===== src/rtl/add_seq_wide.sv =====
// Sequential wide adder: streams 16*NSLICE-bit operands through one 16-bit CLA core, one slice per cycle.
// Optional subtract support is enabled by defining ADD_SEQ_SUB_EN.

module cla_16bit (
  input  logic [15:0] a,
  input  logic [15:0] b,
  input  logic        c0,
  output logic [15:0] sum,
  output logic        c16
);

  logic [15:0] g;
  logic [15:0] p;
  logic [15:0] c;
  logic [3:0]  gg;
  logic [3:0]  gp;
  logic [4:0]  gc;

  // Bit generate/propagate
  assign g = a & b;
  assign p = a ^ b;

  // Group generate/propagate for each 4-bit block
  always_comb begin
    gg = 4'b0000;
    gp = 4'b0000;
    for (int j = 0; j < 4; j++) begin
      gg[j] = g[4*j+3]
            | (p[4*j+3] & g[4*j+2])
            | (p[4*j+3] & p[4*j+2] & g[4*j+1])
            | (p[4*j+3] & p[4*j+2] & p[4*j+1] & g[4*j]);
      gp[j] = &p[4*j +: 4];
    end
  end

  // Second-level lookahead produces the carry into each block
  always_comb begin
    gc    = 5'b00000;
    gc[0] = c0;
    gc[1] = gg[0] | (gp[0] & c0);
    gc[2] = gg[1] | (gp[1] & gg[0]) | (gp[1] & gp[0] & c0);
    gc[3] = gg[2] | (gp[2] & gg[1]) | (gp[2] & gp[1] & gg[0])
          | (gp[2] & gp[1] & gp[0] & c0);
    gc[4] = gg[3] | (gp[3] & gg[2]) | (gp[3] & gp[2] & gg[1])
          | (gp[3] & gp[2] & gp[1] & gg[0])
          | (gp[3] & gp[2] & gp[1] & gp[0] & c0);
  end

  // First-level lookahead inside each block
  always_comb begin
    c = 16'h0000;
    for (int j = 0; j < 4; j++) begin
      c[4*j]   = gc[j];
      c[4*j+1] = g[4*j] | (p[4*j] & gc[j]);
      c[4*j+2] = g[4*j+1] | (p[4*j+1] & g[4*j]) | (p[4*j+1] & p[4*j] & gc[j]);
      c[4*j+3] = g[4*j+2] | (p[4*j+2] & g[4*j+1]) | (p[4*j+2] & p[4*j+1] & g[4*j])
               | (p[4*j+2] & p[4*j+1] & p[4*j] & gc[j]);
    end
  end

  assign sum = p ^ c;
  assign c16 = gc[4];

endmodule

module add_seq_wide #(
  parameter int NSLICE = 4
) (
  input  logic                 clk,
  input  logic                 rst_n,
  input  logic                 in_valid,
  output logic                 in_ready,
  input  logic [16*NSLICE-1:0] in_a,
  input  logic [16*NSLICE-1:0] in_b,
  input  logic                 in_cin,
  input  logic                 in_sub,
  output logic                 out_valid,
  input  logic                 out_ready,
  output logic [16*NSLICE-1:0] out_sum,
  output logic                 out_cout,
  output logic                 out_ovf
);

  localparam int W  = 16 * NSLICE;
  localparam int IW = $clog2(NSLICE);
  localparam logic [IW-1:0] LAST = IW'(NSLICE - 1);

  typedef enum logic [1:0] {
    IDLE = 2'b00,
    RUN  = 2'b01,
    DONE = 2'b10
  } state_t;

  state_t        state;
  logic [IW-1:0] idx;
  logic [W-1:0]  a_q;
  logic [W-1:0]  b_q;
  logic [W-1:0]  sum_q;
  logic          carry_q;

  logic [W-1:0]  b_eff;
  logic [15:0]   core_a;
  logic [15:0]   core_b;
  logic [15:0]   core_sum;
  logic          core_c16;
  logic          ovf_next;

`ifdef ADD_SEQ_SUB_EN
  // Subtraction loads the one's complement of B; the caller supplies the +1 via in_cin
  always_comb begin
    b_eff = in_b;
    if (in_sub) begin
      b_eff = ~in_b;
    end else begin
      b_eff = in_b;
    end
  end
`else
  logic unused_sub;
  assign unused_sub = in_sub;

  // Without subtract support B passes straight through
  always_comb begin
    b_eff = in_b;
  end
`endif

  // Slice mux into the core, driven only from registered state
  always_comb begin
    core_a = a_q[{idx, 4'b0000} +: 16];
    core_b = b_q[{idx, 4'b0000} +: 16];
  end

  cla_16bit u_core (
    .a   (core_a),
    .b   (core_b),
    .c0  (carry_q),
    .sum (core_sum),
    .c16 (core_c16)
  );

  // Signed overflow of the full-width result, valid when the MSB slice is on the core
  always_comb begin
    ovf_next = (a_q[W-1] == b_q[W-1]) && (core_sum[15] != a_q[W-1]);
  end

  // Control FSM, slice datapath and registered handshake/result outputs
  always_ff @(posedge clk or negedge rst_n) begin
    if (!rst_n) begin
      state     <= IDLE;
      idx       <= '0;
      a_q       <= '0;
      b_q       <= '0;
      sum_q     <= '0;
      carry_q   <= 1'b0;
      in_ready  <= 1'b1;
      out_valid <= 1'b0;
      out_sum   <= '0;
      out_cout  <= 1'b0;
      out_ovf   <= 1'b0;
    end else begin
      case (state)
        IDLE: begin
          if (in_valid) begin
            a_q      <= in_a;
            b_q      <= b_eff;
            carry_q  <= in_cin;
            idx      <= '0;
            state    <= RUN;
            in_ready <= 1'b0;
          end
        end
        RUN: begin
          sum_q[{idx, 4'b0000} +: 16] <= core_sum;
          carry_q                     <= core_c16;
          if (idx == LAST) begin
            out_sum   <= {core_sum, sum_q[W-17:0]};
            out_cout  <= core_c16;
            out_ovf   <= ovf_next;
            out_valid <= 1'b1;
            idx       <= '0;
            state     <= DONE;
          end else begin
            idx <= idx + 1'b1;
          end
        end
        DONE: begin
          if (out_ready) begin
            out_valid <= 1'b0;
            in_ready  <= 1'b1;
            state     <= IDLE;
          end
        end
        default: begin
          state     <= IDLE;
          idx       <= '0;
          in_ready  <= 1'b1;
          out_valid <= 1'b0;
        end
      endcase
    end
  end

endmodule


===== config.mk =====
export PLATFORM = sky130hd
export DESIGN_NAME = add_seq_wide
export DESIGN_NICKNAME = d
export VERILOG_FILES = /design/src/rtl/add_seq_wide.sv
export SDC_FILE = /design/constraint.sdc
export NUM_CORES = 1
export LEC_CHECK = 0
export ABC_AREA = 0
export CAP_MARGIN = 20
export CORE_UTILIZATION = 35
export DETAILED_ROUTE_END_ITERATION = 10
export PLACE_DENSITY = 0.7
export SETUP_SLACK_MARGIN = 0.4
export SLEW_MARGIN = 20
export SYNTH_ARGS = -nofsm -noshare
export SYNTH_HDL_FRONTEND = slang
export SYNTH_SLANG_ARGS = --single-unit

===== constraint.sdc =====
create_clock -name clk -period 3.2 [get_ports clk]
set_input_delay 0.64 -clock clk [delete_from_list [all_inputs] [get_ports clk]]
set_output_delay 0.64 -clock clk [all_outputs]
set_load 0.005 [all_outputs]

# Yosys cells after proc, flatten, opt, wreduce, memory -nomap -nowiden
# Cells that the tools add are included.
# Widths: inputs -> output; s select.
word_totals:
  reg_bits: 265
  latchBits: 0
  ramBits: 0
  rom_bits: 0
  input_bits: 134
  output_inout_bits: 68
  n_memories: 0
classes:
  n_addsub: 2
  multipliers: 0
  div: 0
  n_lt_le_gt_ge: 0
  n_eq_ne: 8
  shift: 4
  mux: 16
  n_bitwise: 124
  n_reduce_logical: 14
op_table:
  columns: ["cell", "count"]
  rows:
  - ["$shiftx 64x7->16", 2]
  - ["$and 1x1->1", 72]
  - ["$bwmux 64", 1]
  - ["$shift 16x8->64 const A", 1]
  - ["$shiftx 16x8->64", 1]
  - ["$or 1x1->1", 46]
  - ["$xor 16x16->16", 2]
  - ["$and 16x16->16", 1]
  - ["$reduce_and 4->1", 4]
  - ["$pmux 2 s3", 2]
  - ["$mux 2", 5]
  - ["$reduce_and 3->1", 3]
  - ["$neg 6->8", 1]
  - ["$reduce_and 2->1", 4]
  - ["$ne 2x2->1 const B", 3]
  - ["$pmux 1 s3", 2]
  - ["$mux 1", 5]
  - ["$eq 2x2->1 const B", 2]
  - ["$not 1->1", 3]
  - ["$add 2x1->2 const B", 1]
  - ["$eq 2x1->1 const B", 1]
  - ["$logic_not 2->1", 1]
  - ["$pmux 1 s2", 1]
  - ["$reduce_bool 2->1", 1]
  - ["3 further kinds", 3]

# Longest topological paths before layout
depth:
  ltp_word: 15
  depth_mapped: 13
  mapped_depth_nobuf: 11

# Modules after synthesis
# From an unflattened synthesis, not the netlist that was laid out.
unflattened:
  cells_unflattened: 769
  hier_area_um2: 11130.7
by_module_without_submodules:
  columns: ["mod", "n_inst", "cells_per_inst", "area_each_um2"]
  rows:
  - ["add_seq_wide", 1, 671, 10332.4]
  - ["cla_16bit", 1, 98, 798.3]

# Least setup slack after synthesis
# OpenSTA, ideal clock, no wires.
synth_path:
  kind: "reg2reg"
  startpoint: "register idx[0]"
  endpoint: "register out_sum[60]"
  t_arrival_ps: 3414
  slack_ps: -297
  path_stages_with_launch: 13
  path_buffers: 2
  cell_sequence: "dfrtp_1 -> buf_2 -> buf_2 -> mux4_2 -> ha_1 -> a211oi_2 -> nor2_1 -> a31oi_4 -> nand3_1 -> a21o_1 -> a21oi_1 -> fa_1 -> o21ai_0"
synth_between:
  elab_chain_len: 11
  elab_cells_between_ends: 42
synth_rtl:
  columns: ["item", "line_no", "rtl"]
  rows:
  - ["from (decl)", "95", "logic [IW-1:0] idx;"]
  - ["from (signal assigned)", "184", "idx <= idx + 1'b1;"]
  - ["$shiftx 64x7->16, on equally long branches", "130, 131", null]
  - ["$xor 16x16->16 / $and 16x16->16 (equally long branches)", "21, 20", null]
  - ["$and 1x1->1, on equally long branches", "29, 30, 31", null]
  - ["$or 1x1->1 (tied with other cells)", "29", "| (p[4*j+3] & g[4*j+2])"]
  - ["$or 1x1->1 / $and 1x1->1 (equally long branches)", "30, 31", null]
  - ["$or 1x1->1", "31", "| (p[4*j+3] & p[4*j+2] & p[4*j+1] & g[4*j]);"]
  - ["$and 1x1->1", "42", "gc[3] = gg[2] | (gp[2] & gg[1]) | (gp[2] & gp[1] & gg[0])"]
  - ["$or 1x1->1 (2 in series)", "42", null]
  - ["$or 1x1->1", "43", "| (gp[2] & gp[1] & gp[0] & c0);"]
  - ["$xor 16x16->16", "61", "assign sum = p ^ c;"]
  - ["to (signal assigned)", "177", "out_sum <= {core_sum, sum_q[W-17:0]};"]
  - ["to (decl)", "79", "output logic [16*NSLICE-1:0] out_sum,"]
# Parallel ways exist; a longest one is shown, timed or not.
# A chain may end at the register's enable or synchronous reset.

# Worst setup path after layout
layout_path:
  startpoint: "register idx[0]"
  endpoint: "register sum_q[45]"
layout_between:
  elab_chain_len: 15
  elab_cells_between_ends: 111
layout_rtl:
  columns: ["item", "line_no", "rtl"]
  rows:
  - ["$shiftx 64x7->16, on equally long branches", "130, 131", null]
  - ["$xor 16x16->16 / $and 16x16->16 (equally long branches)", "21, 20", null]
  - ["$and 1x1->1, on equally long branches", "29, 30, 31", null]
  - ["$or 1x1->1 (tied with other cells)", "29", null]
  - ["$or 1x1->1 / $and 1x1->1 (equally long branches)", "30, 31", null]
  - ["$or 1x1->1", "31", null]
  - ["$and 1x1->1", "42", null]
  - ["$or 1x1->1 (2 in series)", "42", null]
  - ["$or 1x1->1", "43", null]
  - ["$and 1x1->1, on equally long branches", "54, 55, 57", null]
  - ["$or 1x1->1, on equally long branches", "54, 55, 57", null]
  - ["$xor 16x16->16", "61", null]
  - ["$shiftx 16x8->64", "174", "sum_q[{idx, 4'b0000} +: 16] <= core_sum;"]
  - ["$bwmux 64 (*)", "174", null]
  - ["to (signal, indexed assignment)", "174", null]
  - ["to (decl)", "98", "logic [W-1:0] sum_q;"]
# Every way passes the cells marked *; elsewhere a longest branch is shown, timed or not.

==> out/metrics.csv <==
metric,value,unit
grt_pass1_wl,42900,um
track_usage,17.5,%
yosysMostFrequentCell,dfrtp_1,
multiInputGateArea,4900,um2
status,"finished, final reports clean",
r2r_cells,13,
powerDensity,1360,nW/um2
critPathLaunchType,flop,
max_slew_margin,52.8,%
post-route-util,49.9,%
cp-end-kind,flop,
clk_path_buf_depth,3,
path_delay_family,adder cells,
hold_buffers,0,
synthCells,872,
critPathKind,flop to flop,
gr-total-overflow,0,
coreArea,30700,um2
synth_seq_cells,249,
worstMarginPinSlew,0.702,ns
vdd_ir_drop_max,878,uV
grt_start_max_net_pins,77,
antenna_found_initial,4,
vias_per_cell,4.94,
period_share,99.4,%
fin_skew,0.0108,ns
cp_slowest_stage_delay,0.57,ns
cp.buffers_inverters,2,
dpl.cell_count,1468,
r2r_setup_slack,0.02,ns
cts_tree,built,
start_util,35.6,%
cts_root_buffer,clkbuf_16,
grt_pass1_vias,7693,
syn-cell-area,10900,um2
vias,7609,
drc,0,
synth_common_cells,"dfrtp_1, nand2_1, mux2_2",
setup_ws,0.0196,ns
critPathArrivalTime,3.58,ns
r2r-start,idx[0]$_DFFE_PN0P_,
hold_viol,0,
rows,64,
max_cap_viol_count,0,
drtAntennaViolNets,0,
crit_fanout,8,
cts_buffers,27,
num_antenna_cells,0,
synth_ff_type,dfrtp_1,
place.gp.congestion,0.791,
dp_hpwl,19700,um
clock-sinks,249,
syn_avg_cell_area,12.5,um2
die_w,179,um
num_io_pins,202,
dr.pass1.iters,4,
cp_num_cells,13,
portBuffers,200,
synth-seq-area-share,57.1,%
critPathRequiredTime,3.60,ns
die_h,179,um
dpl_cell_area,13800,um2
worstPathCellList,buf_12 -> mux4_2 -> ha_4 -> nand4_1 -> nor2_2 -> a31oi_4 -> nand3_2 -> a21o_1 -> a21oi_2 -> fa_2 -> xor2_2 -> buf_6 -> o21ai_0,
final_cell_area,15300,um2
synthDistinctLibCells,55,
drv_slew,0,
synthArstFlopShare,100,%
mappedNetlistNets,1031,
wl_per_cell,17.9,um
layout-drive-gt1-share,30.9,%
instances_no_fill,1540,
seq_area,6230,um2
fillers,2708,
clk_latency,0.53,ns
syn2layout_area_growth,40.2,%
r2r-end,sum_q[45]$_DFFE_PN0P_,
drt_iter0_markers,396,
rsz0062_at_grt,true,
cts.htree.levels,1,
synth_top_area_cell,dfrtp_1,
wl,27600,um
setup_viol,0,
p_leak,6.62,nW
clock.fmax,0.314,GHz
slowest_stage,mux4_2,
post-place-ws,-0.0716,ns
clk_pin_slew_worst_paths,0.06,ns
nets,1283,
yosysWarnings,0,
yosys-top-cells-area,"dfrtp_1, mux2_2, nand2_1",
die-area,31900,um2
synth_edf_count,0,
synth_top_area_share,56.8,%
finalPower,0.0208,W
hp-class,input port to async pin,
period_minus_slack,3.18,ns
## where the power goes
group,total (W),switching (W),internal [W],leakage [nW]
logic,0.0121,0.00596,0.00619,3.03
registers,0.00541,0.000827,0.00458,3.13
clock network,0.00325,0.00125,0.00200,0.461
## placed cells by master, fill, tap and decap left out, types with 5 or more instances in the layout
cell type	n
clkdlybuf4s50_1	199
nor2_1	18
o21ai_0	12
a21oi_1	11
or3_1	5
ha_4	14
nand2b_1	6
mux4_2	32
buf_4	48
clkbuf_8	9
o21ai_2	11
buf_12	8
o21ai_1	17
mux2_2	128
ha_1	7
a21oi_2	7
nor2b_1	5
a22o_1	19
clkbuf_16	29
inv_1	9
buf_6	7
nand2_1	198
dfrtp_1	246
## how the worst max path moves through the flow
stage | start | end
after CTS | idx[0]$_DFFE_PN0P_ | sum_q[13]$_DFFE_PN0P_
final | idx[0]$_DFFE_PN0P_ | sum_q[45]$_DFFE_PN0P_
after global placement | idx[0]$_DFFE_PN0P_ | sum_q[29]$_DFFE_PN0P_
after detailed placement | idx[0]$_DFFE_PN0P_ | sum_q[13]$_DFFE_PN0P_
after global routing | idx[0]$_DFFE_PN0P_ | sum_q[45]$_DFFE_PN0P_
after floorplan | idx[0]$_DFFE_PN0P_ | out_sum[56]$_DFFE_PN0P_
## kinds of logic (layout without fill, tap and decap cells)
group,count (synthesis),in the layout,synth area share [%]
AND/OR/NAND/NOR,264,264,9.98
buffers and inverters,55,327,2.22
adder cells (fa/ha/maj),25,25,3.14
AO/OA/AOI/OAI,107,107,6.59
multiplexers,165,165,20.4
flip-flops,249,249,57.1
XOR/XNOR,7,7,0.630
## sequential cells by signal, indices dropped and copies added, names as in the netlist
register   cells
a_q           64
sum_q         48
state          2
out_ovf        1
in_ready       1
idx            2
out_cout       1
b_q           64
out_sum       64
carry_q        1
out_valid      1
## metrics by stage
stage	setup TNS [ns]	hold WS (ns)
after floorplan	0	0.344
final	0	0.0840
after global routing	-1.39	0.120
after detailed placement	-0.409	0.451
after global placement	-0.00348	0.449
after CTS	-0.0770	0.0910
## worst reg2reg max path, cell delays in order, from the launching register on
cell and delay, ns:
dfrtp_2 0.46, buf_12 0.17, mux4_2 0.58, ha_4 0.31, nand4_1 0.21, nor2_2 0.21
a31oi_4 0.11, nand3_2 0.09, a21o_1 0.12, a21oi_2 0.06, fa_2 0.35, xor2_2 0.17
buf_6 0.15, o21ai_0 0.07
## timing repair
item	in CTS	in global routing
resized for setup	25	65
gates cloned	0	2
setup buffers	6	15
pin swaps	6	45
setup endpoints to repair	51	51
## per-layer routing
| layer | track usage (%) | routed length, um | vias to the layer above |
|---|---|---|---|
| li1 | - | - | 3564 |
| met4 | 3.99 | 528 | 8 |
| met3 | 4.65 | 1790 | 45 |
| met2 | 27.9 | 13100 | 210 |
| met5 | 0 | 46 | - |
| met1 | 23.7 | 12100 | 3782 |
## layout make-up
class                      count  area share, %
sequential                   249           40.7
multi-input combinational    568           32.0
timing repair buffer         268           17.6
clock buffer                  40           5.32
tap                          396           3.24
clock inverter                 9          0.866
inverter                      10          0.245
Note: power is estimated with default switching activity, not from simulation.
